===== src/rtl/vchess_pkg.sv =====
// Shared chess constants: square-code fields, the square count and the board_feeder state enum.
package vchess_pkg;

  localparam int unsigned SQUARES    = 64;
  localparam logic [3:0]  EMPTY_POSN = 4'h0;

  // Square code: {side, piece}; side 1 = black.
  localparam logic       SIDE_WHITE   = 1'b0;
  localparam logic       SIDE_BLACK   = 1'b1;
  localparam logic [2:0] PIECE_KING   = 3'd1;
  localparam logic [2:0] PIECE_QUEEN  = 3'd2;
  localparam logic [2:0] PIECE_ROOK   = 3'd3;
  localparam logic [2:0] PIECE_BISHOP = 3'd4;
  localparam logic [2:0] PIECE_KNIGHT = 3'd5;
  localparam logic [2:0] PIECE_PAWN   = 3'd6;

  typedef enum logic [1:0] {
    StIdle,
    StLaunch,
    StWait,
    StResult
  } feeder_state_e;

endpackage


===== src/rtl/board_feeder.sv =====
// Initiator for board_attack: builds a board square by square, launches an evaluation and
// returns the captured attack result on a valid/ready channel. Watchdog: FEEDER_TIMEOUT_EN.
module board_feeder
  import vchess_pkg::*;
#(
  parameter int unsigned PIECE_WIDTH    = 4,
  parameter int unsigned SIDE_WIDTH     = 3,
  parameter int unsigned BOARD_WIDTH    = 256,
  parameter int unsigned TIMEOUT_CYCLES = 1024
) (
  input  logic                   clk,
  input  logic                   reset,
  input  logic                   wr_valid,
  output logic                   wr_ready,
  input  logic [5:0]             wr_square,
  input  logic [PIECE_WIDTH-1:0] wr_piece,
  input  logic                   wr_last,
  input  logic                   wr_white_to_move,
  input  logic                   clear_board,
  output logic [BOARD_WIDTH-1:0] board,
  output logic                   board_valid,
  output logic                   white_to_move,
  input  logic                   is_attacking_done,
  input  logic [63:0]            white_is_attacking,
  input  logic [63:0]            black_is_attacking,
  input  logic                   white_in_check,
  input  logic                   black_in_check,
  output logic                   res_valid,
  input  logic                   res_ready,
  output logic [63:0]            res_white_attacking,
  output logic [63:0]            res_black_attacking,
  output logic                   res_white_in_check,
  output logic                   res_black_in_check,
  output logic                   res_illegal,
  output logic                   res_timeout,
  output logic                   busy
);

  feeder_state_e          state_q, state_d;
  logic [BOARD_WIDTH-1:0] board_q, board_d;
  logic                   wtm_q, wtm_d;
  logic [63:0]            res_wa_q, res_wa_d;
  logic [63:0]            res_ba_q, res_ba_d;
  logic                   res_wc_q, res_wc_d;
  logic                   res_bc_q, res_bc_d;
  logic                   res_ill_q, res_ill_d;

`ifdef FEEDER_TIMEOUT_EN
  localparam int unsigned CntW = (TIMEOUT_CYCLES > 1) ? $clog2(TIMEOUT_CYCLES) : 1;
  logic [CntW-1:0] cnt_q, cnt_d;
  logic            res_to_q, res_to_d;
  logic            expired;

  assign expired = (cnt_q == CntW'(TIMEOUT_CYCLES - 1));
  // Held at zero outside WAIT, so it always starts from zero on entry.
  assign cnt_d   = (state_q == StWait) ? cnt_q + 1'b1 : '0;
  assign res_timeout = res_to_q;
  logic unused_params;
  assign unused_params = ^{32'(SIDE_WIDTH)};
`else
  assign res_timeout = 1'b0;
  logic unused_params;
  assign unused_params = ^{32'(SIDE_WIDTH), 32'(TIMEOUT_CYCLES)};
`endif

  always_comb begin
    state_d   = state_q;
    board_d   = board_q;
    wtm_d     = wtm_q;
    res_wa_d  = res_wa_q;
    res_ba_d  = res_ba_q;
    res_wc_d  = res_wc_q;
    res_bc_d  = res_bc_q;
    res_ill_d = res_ill_q;
`ifdef FEEDER_TIMEOUT_EN
    res_to_d  = res_to_q;
`endif
    case (state_q)
      StIdle: begin
        // Clear first so a same-cycle write still lands.
        if (clear_board) board_d = '0;
        if (wr_valid) begin
          board_d[32'(wr_square) * PIECE_WIDTH +: PIECE_WIDTH] = wr_piece;
          if (wr_last) begin
            wtm_d   = wr_white_to_move;
            state_d = StLaunch;
          end
        end
      end
      StLaunch: state_d = StWait;
      StWait: begin
        if (is_attacking_done) begin
          res_wa_d  = white_is_attacking;
          res_ba_d  = black_is_attacking;
          res_wc_d  = white_in_check;
          res_bc_d  = black_in_check;
          res_ill_d = wtm_q ? black_in_check : white_in_check;
`ifdef FEEDER_TIMEOUT_EN
          res_to_d  = 1'b0;
`endif
          state_d   = StResult;
        end
`ifdef FEEDER_TIMEOUT_EN
        else if (expired) begin
          res_wa_d  = '0;
          res_ba_d  = '0;
          res_wc_d  = 1'b0;
          res_bc_d  = 1'b0;
          res_ill_d = 1'b0;
          res_to_d  = 1'b1;
          state_d   = StResult;
        end
`endif
      end
      StResult: if (res_ready) state_d = StIdle;
      default:  state_d = StIdle;
    endcase
  end

  always_ff @(posedge clk or negedge reset) begin
    if (!reset) begin
      state_q   <= StIdle;
      board_q   <= '0;
      wtm_q     <= 1'b0;
      res_wa_q  <= '0;
      res_ba_q  <= '0;
      res_wc_q  <= 1'b0;
      res_bc_q  <= 1'b0;
      res_ill_q <= 1'b0;
`ifdef FEEDER_TIMEOUT_EN
      cnt_q     <= '0;
      res_to_q  <= 1'b0;
`endif
    end else begin
      state_q   <= state_d;
      board_q   <= board_d;
      wtm_q     <= wtm_d;
      res_wa_q  <= res_wa_d;
      res_ba_q  <= res_ba_d;
      res_wc_q  <= res_wc_d;
      res_bc_q  <= res_bc_d;
      res_ill_q <= res_ill_d;
`ifdef FEEDER_TIMEOUT_EN
      cnt_q     <= cnt_d;
      res_to_q  <= res_to_d;
`endif
    end
  end

  assign board               = board_q;
  assign white_to_move       = wtm_q;
  assign board_valid         = (state_q == StLaunch);
  assign res_valid           = (state_q == StResult);
  assign wr_ready            = (state_q == StIdle);
  assign busy                = (state_q != StIdle);
  assign res_white_attacking = res_wa_q;
  assign res_black_attacking = res_ba_q;
  assign res_white_in_check  = res_wc_q;
  assign res_black_in_check  = res_bc_q;
  assign res_illegal         = res_ill_q;

endmodule


===== config.mk =====
export PLATFORM = sky130hd
export DESIGN_NAME = board_feeder
export DESIGN_NICKNAME = d
export VERILOG_FILES = /design/src/rtl/vchess_pkg.sv /design/src/rtl/board_feeder.sv
export SDC_FILE = /design/constraint.sdc
export NUM_CORES = 1
export LEC_CHECK = 0
export BUFFER_PORTS_ARGS = -buffer_cell sky130_fd_sc_hd__buf_2
export CORE_AREA = 2 2 212 214
export DETAILED_ROUTE_END_ITERATION = 8
export DIE_AREA = 0 0 214 216
export GPL_TIMING_DRIVEN = 1
export SETUP_SLACK_MARGIN = 0.1
export SLEW_MARGIN = 20
export SYNTH_ARGS = -nofsm -noshare
export SYNTH_HDL_FRONTEND = slang
export SYNTH_SLANG_ARGS = --single-unit
export TNS_END_PERCENT = 1

===== constraint.sdc =====
create_clock -name clk -period 3 [get_ports clk]
set_input_delay 0.3 -clock clk [delete_from_list [all_inputs] [get_ports clk]]
set_output_delay 0.3 -clock clk [all_outputs]
set_load 0.005 [all_outputs]

* After elaboration in Yosys (flattened, before gate mapping) *
Cells that the tools add are included.
Widths: inputs -> output; s select.

word-level totals
  output and inout port bits = 393
  logic and storage cells = 33
  input bits = 148
  flip-flop bits (word level) = 390

operators by class
  reduce and logical (&&, ||, !) cells = 5
  add/subtract/negate cells = 1
  mux-type cells = 10
  shifts and indexed selects = 2
  equality and inequality tests = 7

operator list
  cell                      count
  $mux 256                  3
  $bwmux 256                1
  $shift 4x34->256 const A  1
  $shiftx 4x34->256         1
  $neg 8->34                1
  $mux 2                    4
  $pmux 2 s4                1
  $eq 2x2->1 const B        2
  $ne 2x1->1 const B        2
  $ne 2x2->1 const B        2
  $reduce_and 4->1          1
  $reduce_and 3->1          1
  $eq 2x1->1 const B        1
  $logic_not 2->1           1
  $reduce_and 2->1          1
  $reduce_bool 2->1         1
  $mux 1                    1

* Longest topological paths before layout *
Gate-level depths: netlist (run 1).

  word-level depth = 4
  gate-level depth with buffers = 13
  mapped depth without buffers = 8

* Worst setup path after synthesis (run 1) *
OpenSTA, ideal clock, no wires.

  path kind = input-to-reg
  start = in wr_square[2]
  end = reg board_q[136] (netlist: board[136])
  path buffers = 2
  data required time = 2.878 ns
  setup time = 0.122 ns
  stages = 9
  setup slack = 0.264 ns
  arrival time = 2.614 ns
  cells stage by stage = buf_6 > or3_1 > nor2_1 > ha_1 > or4b_1 > a311oi_1 > buf_2 > a31oi_1 > a32o_1

between the ends
  word-level cells in the longest chain between the ends = 4
  elaborated cells between the ends (all ways) = 5
  classes of those cells = add/sub (1); shift (2); mux (2)

RTL lines
  item                                                          line                 text
  start, declared                                               board_feeder.sv:15   input logic [5:0] wr_square,
  $neg 8->34 (*)                                                board_feeder.sv:83   board_d[32'(wr_square) * PIECE_WIDTH +: PIECE_WIDTH] = wr_piece;
  $shiftx 4x34->256 / $shift 4x34->256 (equally long branches)  board_feeder.sv:83
  $bwmux 256 (*)                                                board_feeder.sv:83
  $mux 256 (*)                                                  board_feeder.sv:82   if (wr_valid) begin
  end signal, assigned                                          board_feeder.sv:136  board_q <= board_d;
  end, declared                                                 board_feeder.sv:40   logic [BOARD_WIDTH-1:0] board_q, board_d;

Every way passes the cells marked *; elsewhere a longest branch is shown, timed or not.
A chain may end at the register's enable or synchronous reset.

* Worst setup path after layout (run 1) *
  start = reg state_q[0]
  end = reg board_q[73] (netlist: board[73])

between the ends
  word-level cells in the longest chain between the ends = 1

RTL lines
  item                    line                 text
  start, declared         board_feeder.sv:39   feeder_state_e state_q, state_d;
  start signal, assigned  board_feeder.sv:122  state_q <= StIdle;
  start signal, assigned  board_feeder.sv:135  state_q <= state_d;
  $logic_not 2->1         board_feeder.sv:78   case (state_q)

Every way passes these cells.

==> results of run 1 <==
[sequential cells by signal (all words and copies together) (netlist names)]
name	flops
board	256
res_black_attacking	64
res_black_in_check	1
res_illegal	1
res_white_attacking	64
res_white_in_check	1
state_q	2
white_to_move	1
[placed cells by master, fill, tap and decap left out, types with 9 or more instances in the layout]
cell type,synthesis,layout
o21ai_0,18,18
a32o_1,52,52
nand3_1,20,20
dlygate4sd3_1,0,131
o2bb2ai_1,66,66
buf_4,9,61
clkbuf_16,0,43
mux2i_1,12,12
o22ai_1,17,16
nor2b_1,10,10
a21oi_1,17,17
and2_1,17,16
buf_2,16,538
clkbuf_8,0,10
nor2_1,54,54
nor3_2,10,10
mux2_2,131,131
a31oi_1,25,25
nand2b_1,10,10
nor3_1,10,10
a22o_1,100,100
nand2_1,92,91
o21ai_1,9,9
dfrtp_1,390,390
[cell type report]
class	instances	share of cell area (%)
Sequential cell	390	43.30
Antenna cell	3	0.03331
Clock inverter	13	0.7050
Inverter	8	0.1332
Multi-Input combinational cell	753	26.46
Tap cell	592	3.287
Clock buffer	60	5.502
Timing Repair Buffer	739	20.57
[cell usage after synthesis (10+ instances only)]
cell type | n | share of area [%]
a21oi_1 | 17 | 0.53
mux2i_1 | 12 | 0.75
buf_2 | 16 | 0.50
nand2b_1 | 10 | 0.39
a31oi_1 | 25 | 0.97
nor2_1 | 54 | 1.3
nor2b_1 | 10 | 0.39
clkbuf_1 | 37 | 0.87
o2bb2ai_1 | 66 | 3.6
a32o_1 | 52 | 3.2
nand3_1 | 20 | 0.62
a22o_1 | 100 | 5.5
mux2_2 | 131 | 9.2
nor3_2 | 10 | 0.62
and2_1 | 17 | 0.66
o21ai_0 | 18 | 0.56
nand2_1 | 92 | 2.2
nor3_1 | 10 | 0.31
o22ai_1 | 17 | 0.66
dfrtp_1 | 390 | 61
[metal layers]
metal / GRT usage (%) / up-vias / routed length (µm)
li1: - / 6063 / -
met3: 7.470 / 121 / 4845
met1: 34.31 / 6903 / 25510
met4: 8.578 / 6 / 1885
met2: 39.65 / 602 / 27530
met5: 0 / - / 35
[logic make-up (layout without fill, tap and decap cells)]
| family | after synthesis | after routing | synth area share (%) |
|---|---|---|---|
| other cells | 1 | 4 | 0.02336 |
| compound gates | 327 | 327 | 17.22 |
| fa+ha+maj | 6 | 6 | 0.4676 |
| buf+inv | 79 | 820 | 2.323 |
| flops | 390 | 390 | 60.80 |
| xor+xnor | 5 | 5 | 0.4366 |
| mux | 143 | 143 | 9.938 |
| simple gates | 271 | 271 | 8.800 |
[report_power, final]
part,total (mW),internal [mW],switching [mW]
logic,4.42,2.07,2.36
clock network,5.29,3.07,2.22
registers,6.71,6.21,0.500
[per-stage QoR]
step                setup slack, ps  utilization [%]  hold slack, ps  power (mW)
floorplan                     264.2                -           4.409       8.884
global placement              67.10            45.20           304.2       10.92
detailed placement           -72.79            45.20           310.0       11.02
CTS                           258.9            51.38           6.635       16.46
global route                  143.1            51.41           20.23       17.16
finish                        319.2            51.41           45.22       16.43
[final timing paths]
path,start,depth (start not counted),to,slack (ps)
worst max register to register,state_q[0],7,board[73],320
worst min-delay path,black_is_attacking[0],2,res_black_attacking[0],50
max in group asynchronous,reset,3,res_black_attacking[24],1810
worst max-delay path,state_q[0],7,board[73],320
min in group asynchronous,reset,2,board[160],270
worst min register to register,res_illegal,2,res_illegal,480
[what timing repair did]
action / 4_1_cts / 5_1_grt
hold endpoints to repair: 191 / 0
hold buffers: 131 / 0
setup endpoints to repair: 0 / 4
gates resized for setup: 0 / 1
==> metrics.yaml, run 1 <==
status: "finished, final reports clean"
start_kind: "register"
start_util_pct: 36.62
synth_warnings: 0
power.density_nw_per_um2: 728.8
hpwl_mm: 43.94
cap_viol_max_count: 0
max_freq_mhz: 373.0
grt_setup_unrepaired: "false"
postSynth.asyncResetShare_pct: 100.0
cts_sinks: 390
tritoncts: "done"
post-route-min-period_ps: 2681
numCtsBuffers: 43
hold_viol: 0
synth_cell_types: 66
via_per_inst: 5.354
syn_area_um2: 16050
path_class: "register to register"
multi_input_area_um2: 5964
irDropWorstVdd_uv: 565.0
cpMaxStageDelayCell: "nor4b_2"
ant_nets: 0
setup_violations: 0
boundaryPins: 541
core_um2: 43840
drt-initial-drc-count: 1101
path_buf_inv: 1
cp_max_fo: 6
crit_chain: "inv_1 > ha_1 > nand2_1 > nor4b_2 > nand2_1 > nor2_1 > a32o_1"
worstPathArrival_ps: 3190
seqCellArea_um2: 9759
grt_max_degree: 83
path_clk_slew_ps: 60
finalMaxSlewViolations: 0
grt_usage_pct: 25.55
first_global_vias: 14326
cts_max_level: 2
grt_antenna_before_repair: 6
drc: 0
cts_root_buffer: "clkbuf_16"
ys_seq_area_share_pct: 60.80
synth_nets: 1376
final_nets: 2089
cp_common_cell: "nand2_1"
drive_gt1_share_pct: 43.30
fillers: 3823
leakage_nw: 11.12
via_count: 13695
grt-ovfl-total: 0
ys_ff_latch: 390
timing.final.crit_share_pct: 89.36
placed_cells: 2351
worst_slew_pin_slew_ps: 1010
instances_no_fill: 2558
routedWlPerCell_um: 23.38
rows: 77
synthCells: 1222
setup_tns_ps: 0
synth_edf_count: 0
holdCritPathClass: "input pin to register"
final.setup_skew_ps: 24.45
drt_pass1_iterations: 5
crit_family: "simple AND/OR/NAND/NOR gates"
synthToLayoutAreaGrowth_pct: 40.40
worstSetupEndpointType: "register"
die_h_um: 216
io_buffers: 539
syn_avg_cell_area_um2: 13.14
cts_setup_buffers: 0
cts.path.max_buffers: 3
clkLatencyLatePin_ps: 580
die_area_um2: 46220
ys.flop_type: "dfrtp_1"
slew_headroom_pct: 32.43
critPathRequiredTime_ps: 3510
grt_pass1_wl_mm: 90.74
wl_mm: 59.81
placed_area_um2: 19810
final_area_um2: 22540
die_w_um: 214
gp_congestion: 0.8998
cpPeakStageDelay_ps: 620
Note: power is estimated with default switching activity, not from simulation.
==> run 2: changes to the inputs <==
==> constraint.sdc (replaced) <==
create_clock -name clk -period 3.15 [get_ports clk]
set_input_delay 0.315 -clock clk [delete_from_list [all_inputs] [get_ports clk]]
set_output_delay 0.315 -clock clk [all_outputs]
set_load 0.005 [all_outputs]
==> run 2 against run 1 <==
- setup slack better by 190 ps
- first-iteration DRC count is 14% higher
- clock skew decreased by 11 ps
- highest routed layer unchanged
- via count increased by 0.75%
- clock-buffer cell count grew 7
- largest power group unchanged
- critical endpoint is now board[233]
- non-clock buffer count unchanged
- combinational power decreased by 4.8%
- critical path type is now input pin to register
- sequential power decreased by 4.9%
==> metrics.yaml, run 2 (synthesis gave the netlist of run 1 again) <==
max_freq_mhz: 379.2
ant_nets: 0  # unchanged
wl_mm: 60.70  # +1.5%
multi_input_area_um2: 5958  # -0.10%
crit_chain: "buf_2 > or3_1 > nor2_1 > ha_1 > or4b_1 > a311oi_2 > buf_4 > and2_1 > o21ai_1 > a22o_1"
cts_root_buffer: "clkbuf_16"
die_h_um: 216  # unchanged
grt_max_degree: 117  # +41%
final_area_um2: 22590  # +0.22%
cp_max_fo: 11  # +5
placed_area_um2: 19780  # -0.15%
core_um2: 43840  # unchanged
boundaryPins: 541  # unchanged
cpPeakStageDelay_ps: 540  # -80 ps
start_util_pct: 36.62  # unchanged
post-route-min-period_ps: 2637
synthToLayoutAreaGrowth_pct: 40.70
grt-ovfl-total: 0  # unchanged
worstPathArrival_ps: 3090  # -100 ps
worst_slew_pin_slew_ps: 981.7  # -28.20 ps
slew_headroom_pct: 34.55  # +2.1 points
most-common-layout-cells: "buf_2, dfrtp_1, mux2_2"
clkLatencyLatePin_ps: 580  # about the same
start_kind: "input pin"
cts_sinks: 390  # unchanged
layout_setup_ws_ps: 512.8  # +193.6 ps
final_nets: 2090  # +0.048%
timing.final.crit_share_pct: 83.72
gp_congestion: 0.9034  # +0.40%
hold_viol: 0  # unchanged
holdCritPathClass: "input pin to register"
worstSetupEndpointType: "register"
via_count: 13798  # +0.75%
setup_violations: 0  # unchanged
path_class: "input pin to register"
die_w_um: 214  # unchanged
cpMaxStageDelayCell: "or4b_1"
hpwl_mm: 44.87  # +2.1%
drive_gt1_share_pct: 43.38  # +0.078 points
first_global_vias: 14214  # -0.78%
irDropWorstVdd_uv: 604.1  # +6.9%
fillers: 3827  # +0.10%
grt_setup_unrepaired: "false"
drt_pass1_iterations: 6  # +1
cts_max_level: 2  # unchanged
die_area_um2: 46220  # unchanged
critPathRequiredTime_ps: 3600  # +90 ps
cap_viol_max_count: 0  # unchanged
drc: 0  # unchanged
leakage_nw: 11.14  # +0.24%
power.density_nw_per_um2: 703.0  # -3.5%
path_clk_slew_ps: 60  # about the same
status: "finished, final reports clean"
grt_usage_pct: 25.87  # +0.32 points
routedWlPerCell_um: 23.68  # +1.3%
dp_slack_ps: -19.04  # +53.74 ps
drt-initial-drc-count: 1255  # +14%
holdWs_ps: 41.33  # -3.894 ps
tritoncts: "done"
largest_reg_flops: 256  # unchanged
numCtsBuffers: 44  # +2.3%
layout_commonest_cell: "buf_2"
finalMaxSlewViolations: 0  # unchanged
utilization_pct: 51.53  # +0.11 points
final.setup_skew_ps: 13.13  # -11.32 ps
post_cts_resize_count: 0  # unchanged
seqCellArea_um2: 9759  # unchanged
rows: 77  # unchanged
grt_antenna_before_repair: 5  # -1
io_buffers: 539  # unchanged
cts.path.max_buffers: 3  # unchanged
grt_pass1_wl_mm: 91.41  # +0.74%
via_per_inst: 5.381  # +0.52%
run 2: final cells by class:
| type | count | area share, % |
|---|---|---|
| Sequential cell | 390 | 43.21 |
| Multi-Input combinational cell | 753 | 26.38 |
| Timing Repair Buffer | 739 | 20.35 |
| Clock buffer | 67 | 5.883 |
| Tap cell | 592 | 3.279 |
| Clock inverter | 14 | 0.7534 |
| Inverter | 8 | 0.1329 |
| Antenna cell | 1 | 0.01108 |
run 2: path summary, 6_finish.rpt:
| path | startpoint | endpoint | slack [ps] | cells past startpoint |
|---|---|---|---|---|
| worst max-delay path | wr_square[2] | board[233] | 510 | 10 |
| worst max register to register | state_q[0] | board[131] | 590 | 7 |
| worst min-delay path | black_is_attacking[2] | res_black_attacking[2] | 40 | 2 |
| min in group asynchronous | reset | board[153] | 430 | 2 |
| worst min register to register | res_illegal | res_illegal | 470 | 2 |
| max in group asynchronous | reset | board[184] | 1760 | 3 |
run 2: layer usage:
layer	wire length (µm)	track usage, %
met3	4939	7.865
met5	45	0
met1	26250	34.88
met2	27900	40.22
met4	1564	7.739
run 2: metrics by stage:
step / power [mW] / std cells / setup TNS (ps)
2_1_floorplan: 8.461 / 1222 / 0
3_3_place_gp: 10.38 / 2352 / 0
3_5_place_dp: 10.51 / 2352 / -43.35
4_1_cts: 15.96 / 2563 / 0
5_1_grt: 16.59 / 2564 / 0
6_report: 15.88 / 2564 / 0
run 2: power breakdown:
group | leakage (nW) | internal (mW) | switching (mW)
clock network | 0.725 | 3.17 | 2.12
logic | 5.25 | 1.95 | 2.26
registers | 5.17 | 5.92 | 0.463
run 2: repair_timing:
action                                  4_1_cts  5_1_grt
hold endpoints to repair                    231        0
endpoints found under the setup margin        0        0
hold buffers                                130        0
setup buffers                                 0        0
run 2: critical path, delay by kind of cell:
family,cells,cell delay [ps]
compound gates,3,730
simple gates,4,1420
fa+ha+maj,1,250
buf+inv,2,370
